$ cat src/rtl/key_debounce_array.sv
// key_debounce_array: synchronise, debounce and auto-repeat N push-button channels with a press encoder
module key_debounce_array #(
    parameter int N_KEYS        = 3,
    parameter int STABLE_CYCLES = 16,
    parameter int REPEAT_DELAY  = 64,
    parameter int REPEAT_PERIOD = 16,
    parameter int CODE_W        = (N_KEYS > 1) ? $clog2(N_KEYS) : 1
) (
    input  logic              sys_clk,
    input  logic              sys_rst_n,
    input  logic [N_KEYS-1:0] key_raw,
    input  logic [N_KEYS-1:0] repeat_en,
    output logic [N_KEYS-1:0] key_level,
    output logic [N_KEYS-1:0] key_press,
    output logic [N_KEYS-1:0] key_release,
    output logic              key_valid,
    output logic [CODE_W-1:0] key_code,
    output logic              key_multi
);
    localparam int CW   = $clog2(STABLE_CYCLES);
    localparam int RMAX = (REPEAT_DELAY > REPEAT_PERIOD) ? REPEAT_DELAY : REPEAT_PERIOD;
    localparam int RW   = $clog2(RMAX + 1);
    logic [N_KEYS-1:0] sync1, sync;
    // two-flop synchroniser for the asynchronous key pins
    always_ff @(posedge sys_clk or negedge sys_rst_n) begin
        if (!sys_rst_n) begin
            sync1 <= '0;
            sync  <= '0;
        end else begin
            sync1 <= key_raw;
            sync  <= sync1;
        end
    end
    genvar k;
    generate
        for (k = 0; k < N_KEYS; k++) begin : g_key
            logic [CW-1:0] cnt;
            logic [RW-1:0] rcnt;
            logic          rep, lvl, prs, rls;
            logic          flip, active, tick;
            assign flip   = (sync[k] != lvl) && (cnt == CW'(STABLE_CYCLES - 1));
            assign active = lvl && repeat_en[k] && !flip;
            assign tick   = active && (rcnt == (rep ? RW'(REPEAT_PERIOD - 1) : RW'(REPEAT_DELAY - 1)));
            assign key_level[k]   = lvl;
            assign key_press[k]   = prs;
            assign key_release[k] = rls;
            // stable-count debounce, edge pulses and auto-repeat timer for one key
            always_ff @(posedge sys_clk or negedge sys_rst_n) begin
                if (!sys_rst_n) begin
                    cnt  <= '0;
                    rcnt <= '0;
                    rep  <= 1'b0;
                    lvl  <= 1'b0;
                    prs  <= 1'b0;
                    rls  <= 1'b0;
                end else begin
                    cnt <= (sync[k] == lvl || flip) ? '0 : cnt + CW'(1);
                    if (flip)
                        lvl <= sync[k];
                    prs <= (flip && sync[k]) || tick;
                    rls <= flip && !sync[k];
                    if (!active) begin
                        rcnt <= '0;
                        rep  <= 1'b0;
                    end else if (tick) begin
                        rcnt <= '0;
                        rep  <= 1'b1;
                    end else begin
                        rcnt <= rcnt + RW'(1);
                    end
                end
            end
        end
    endgenerate
    // priority encoder straight off the press flops: lowest index wins
    always_comb begin
        key_code = '0;
        for (int i = N_KEYS - 1; i >= 0; i--)
            if (key_press[i])
                key_code = CODE_W'(i);
        key_valid = |key_press;
        key_multi = |(key_press & (key_press - N_KEYS'(1)));
    end
endmodule
$ cat config.mk
export PLATFORM = sky130hd
export DESIGN_NAME = key_debounce_array
export DESIGN_NICKNAME = d
export VERILOG_FILES = /design/src/rtl/key_debounce_array.sv
export SDC_FILE = /design/constraint.sdc
export NUM_CORES = 1
export LEC_CHECK = 0
export ABC_AREA = 1
export CORE_MARGIN = 2
export CORE_UTILIZATION = 48
export CTS_CLUSTER_SIZE = 8
export DETAILED_ROUTE_END_ITERATION = 12
export PLACE_DENSITY = 0.8
export REMOVE_ABC_BUFFERS = 1
export SKIP_CTS_REPAIR_TIMING = 1
export SYNTH_ARGS = -nofsm -noshare
export SYNTH_HDL_FRONTEND = slang
export SYNTH_SLANG_ARGS = --single-unit
$ cat constraint.sdc
create_clock -name sys_clk -period 1.1 [get_ports sys_clk]
set_input_delay 0.22 -clock sys_clk [delete_from_list [all_inputs] [get_ports sys_clk]]
set_output_delay 0.22 -clock sys_clk [all_outputs]
set_load 0.005 [all_outputs]
Word-level counts from Yosys, hierarchy flattened
Cells that the tools add are included.
{"block": "classes", "add_sub_neg": 7, "bitwise": 1, "reduce_logical": 32, "n_mux": 21, "eq_ne": 15}
{"operator": "7-bit 2-to-1 mux", "count": 6}
{"operator": "7-bit by 1-bit adder with 7-bit output (second input constant)", "count": 3}
{"operator": "7-bit by 6-bit equality test with 1-bit output", "count": 3}
{"operator": "1-bit logical AND", "count": 18}
{"operator": "6-bit 2-to-1 mux", "count": 3}
{"operator": "4-bit by 1-bit adder with 4-bit output (second input constant)", "count": 3}
{"operator": "4-bit equality test (second input constant)", "count": 3}
{"operator": "4-bit 2-to-1 mux", "count": 3}
{"operator": "1-bit logical NOT", "count": 6}
{"operator": "1-bit logical OR", "count": 6}
{"operator": "1-bit 2-to-1 mux", "count": 6}
{"operator": "2-bit 2-to-1 mux", "count": 3}
{"operator": "2-bit by 1-bit != test with 1-bit output (second input constant)", "count": 3}
{"operator": "3-bit OR reduction", "count": 2}
{"operator": "3-bit bitwise AND", "count": 1}
{"operator": "1-bit equality test", "count": 3}
{"operator": "1-bit != test", "count": 3}
{"operator": "3-bit by 1-bit subtractor with 3-bit output (second input constant)", "count": 1}
{"block": "totals", "ff_bits": 51, "output_inout_bits": 13, "inputBits": 8, "elab_cells": 96}

Depth between registers and ports, before layout
{"block": "logic_depth", "ltp_word": 7, "ltp_mapped": 7}

Least setup slack after synthesis
Ideal clock, no wire load.
{"block": "synth_timing", "path_kind": "register -> register", "startpoint": "register g_key[0].rcnt[0]", "endpoint": "register g_key[0].rcnt[0]", "path_stages_with_launch": 7, "path_slack_ns": -0.056, "arrival_time_ns": 1.035, "synth_period_minus_slack_ns": 1.156, "required_ns": 0.979, "path_cell_list": "dfrtp_1 -> ha_1 -> nand3_1 -> nor2_1 -> nand3_1 -> nand2_2 -> nor2_1"}
{"block": "synth_via", "elab_chain_len": 4, "word_cells_on_any_way": 5, "cone_classes": "add/sub (1); eq/ne (1); mux (2); reduce/logical (1)"}
{"element": "start: declaration", "line_no": "38", "rtl": "logic [RW-1:0] rcnt;"}
{"element": "start signal: assignment", "line_no": "69", "rtl": "rcnt <= rcnt + RW'(1);"}
{"element": "branches (longest 2 deep; another with 7-bit by 1-bit adder with 7-bit output)"}
{"element": "7-bit 2-to-1 mux (*)", "line_no": "65", "rtl": "end else if (tick) begin"}
{"element": "7-bit 2-to-1 mux (*)", "line_no": "62", "rtl": "if (!active) begin"}
Every way passes the cells marked *.
A chain may end at the register's enable or synchronous reset.

Final worst setup path
{"block": "layout_timing", "startpoint": "register g_key[0].prs", "endpoint": "output port key_multi"}
{"block": "layout_via", "elab_chain_len": 3}
{"element": "start: declaration", "line_no": "39", "rtl": "logic rep, lvl, prs, rls;"}
{"element": "start signal: assignment", "line_no": "60", "rtl": "prs <= (flip && sync[k]) || tick;"}
{"element": "3-bit by 1-bit subtractor with 3-bit output", "line_no": "82", "rtl": "key_multi = |(key_press & (key_press - N_KEYS'(1)));"}
{"element": "3-bit bitwise AND (*)", "line_no": "82"}
{"element": "3-bit OR reduction (*)", "line_no": "82"}
{"element": "end: declaration", "line_no": "18", "rtl": "output logic key_multi"}
Mark *: on every way between the ends. The rest lies on a longest branch, timed or not.

==> metrics.yaml <==
status: "complete, but fails checks"
violations: "negative setup slack"
max_freq_ghz: 0.729
clkTransAtPathRegs_ns: 0.09
firstDrtPassIters: 4
yosysTopAreaCell: "dfrtp_1"
yosys.cell_types.count: 17
use_met1_pct: 20.9
fillers: 321
area_growth_pct: 42.7
crit_fanout: 5
synth-warning-count: 0
drc: 0
power_mw: 3.31
reg2reg_to: "g_key[0].rcnt[5]$_DFF_PN0_"
hold_viol: 0
wl_per_cell_um: 13.7
rows: 25
met2_usage_pct: 30.8
fin_tns_setup_ns: -3.74
ioPinCount: 21
core_mm2: 0.00472
fin_nets: 345
leakagePower_nw: 1.62
rsz0062_at_grt: "yes"
setup_ws_ns: -0.271
antennaDiodeCount: 0
initial_core_util_pct: 49.9
worst_pin_slew_ns: 0.388
num_vias: 2038
place_hpwl_um: 3100
r2r_start: "g_key[0].lvl$_DFFE_PN0N_"
drt-vias-per-instance: 5.11
wl_um: 5450
grt_usage_pct: 17.3
syn_inst: 281
ff2ff_path_depth: 6
use_met3_pct: 4.34
grt_pass1_vias: 1788
port_buffers: 20
synth_area_leaders: "dfrtp_1 (54%), nand2_1 (11%), nor2_1 (8.3%), inv_1 (5.4%), nand3_1 (3.6%)"
vdd_drop_max_mv: 0.726
cp.arrival_ns: 1.15
cts_tree: "done"
maxSlewHeadroom_pct: 73.8
synthXorXnorAreaFrac_pct: 2.60
setup.worst_path.class: "flop to primary output"
synth_compound_area_share_pct: 4.30
ctsLongestPathBuffers: 2
setup_viol: 38
gp_congestion: 0.815
syn_avg_cell_area_um2: 8.39
postRouteAntennaNets: 0
dieArea_mm2: 0.00549
cts_buffers: 5
yosys-mux-area-fraction_pct: 0
grt_max_degree: 52
worstHoldStart: "key_raw[1]"
drive_above_1_share_pct: 40.1
overflow: 0
ys_seq_elements: 51
synth_area_mm2: 0.00236
dr.first_iter.drc_count: 109
r2r_slack_ns: -0.16
synth_top_family_by_area: "simple AND/OR/NAND/NOR gates"
grt_pass1_wl_um: 7370
die_h_um: 74.1
clk_latency_ns: 0.30
multi_input_area_mm2: 0.00133
regArea_mm2: 0.00128
drv_slew: 0
die_w_um: 74.1
synthAdderAreaFrac_pct: 3.18
required_ns: 0.88
cts_num_sinks: 51
post-route-period-util_pct: 125
cp-end-kind: "primary output"
maxCapViolCount: 0
hold_depth: 1
cts_root_buffer: "clkbuf_8"
cp-start-kind: "flop"
fin_crit_ns: 1.37
synth-simple-area-share_pct: 27.0
min_to: "sync1[1]$_DFF_PN0_"
synth.yosys.seq_area_share_pct: 54.1
powerDensity_mw_per_mm2: 983
antenna_found_initial: 0
min-delay-path-class: "input port to flop"
htree_levels: 2
fin_worst_skew_ns: 0.00988
grt_busiest_layer: "met2"
post-synth-top-area-fraction_pct: 54.1
==> cells in the final DEF, fill, tap and decap left out, types with 9 or more instances in the layout <==
cell     synthesis  routed
buf_4            9      26
nand2_2          6       9
nand2_4          0      12
nand2_1         67      52
dfrtp_1         51      51
inv_1           34      33
nor2_1          52      23
nor2_2           0      17
nor2_4           0      12
nand3_1         17      11
==> flip-flops by register name, summed over array words and instances, names as in the netlist <==
| signal | cells |
|---|---|
| g_key.lvl | 3 |
| g_key.rep | 3 |
| g_key.rcnt | 21 |
| g_key.cnt | 12 |
| g_key.rls | 3 |
| sync1 | 3 |
| sync | 3 |
| g_key.prs | 3 |
==> worst max-delay path by stage <==
stage / from / to / slack, ns / cells past startpoint
after CTS: g_key[1].prs$_DFF_PN0_ / key_code[1] / -0.56 / 2
after floorplan: g_key[0].rcnt[0]$_DFF_PN0_ / g_key[0].rcnt[0]$_DFF_PN0_ / -0.06 / 6
after global routing: g_key[0].prs$_DFF_PN0_ / key_multi / -0.32 / 4
after global placement: g_key[1].prs$_DFF_PN0_ / key_code[1] / -0.21 / 2
after detailed placement: g_key[1].prs$_DFF_PN0_ / key_code[1] / -0.23 / 2
final: g_key[0].prs$_DFF_PN0_ / key_multi / -0.27 / 4
==> Yosys cell counts (all sizes together) <==
| master | count |
|---|---|
| nor2 | 52 |
| nor3b | 3 |
| ha | 6 |
| nand2 | 73 |
| nand3 | 17 |
| xor2 | 7 |
| dfrtp | 51 |
| nor3 | 4 |
| o21ai | 11 |
| buf | 9 |
| nand4 | 4 |
| a21oi | 7 |
| inv | 37 |
==> logic make-up (layout without fill, tap and decap cells) <==
group / after synthesis / after routing
AND/OR/NAND/NOR: 153 / 153
flip-flops: 51 / 51
buffers and inverters: 46 / 97
AO/OA/AOI/OAI: 18 / 18
XOR/XNOR: 7 / 7
adder cells (fa/ha/maj): 6 / 6
==> metrics by stage <==
step	setup slack [ns]	instance area (um^2)	instances	hold slack (ns)	util (%)
4_1_cts	-0.562	2850	389	-0.0970	60.3
2_1_floorplan	-0.0560	2290	272	-0.0756	-
3_3_place_gp	-0.207	2750	381	0.228	58.1
6_report	-0.271	3360	399	0.353	71.2
3_5_place_dp	-0.228	2750	381	0.230	58.1
5_1_grt	-0.322	3360	399	0.360	71.2
==> metal layers <==
layer  vias up  part of all wire [%]
met3        15                   3.4
met2        54                    56
met5         -                     0
met1       998                    39
met4         0                   1.9
li1        971                     -
==> final cells by class <==
type / count / share of cell area (%)
Inverter: 37 / 4.20
Timing Repair Buffer: 52 / 13.0
Tap cell: 67 / 2.49
Multi-Input combinational cell: 184 / 39.4
Clock buffer: 8 / 2.98
Sequential cell: 51 / 37.9
==> power breakdown <==
group          internal, mW  switching (mW)  leakage (nW)  total [mW]
logic                0.0875           0.103         0.879       0.190
clock network         0.575           0.592        0.0515        1.17
registers              1.91          0.0375         0.691        1.95
==> critical path, cell delays in order (launching register included) <==
cell	delay [ns]
dfrtp_1	0.44
nor2_2	0.14
buf_4	0.12
a21oi_2	0.02
buf_2	0.12
Power figures use the tool's default switching activity.
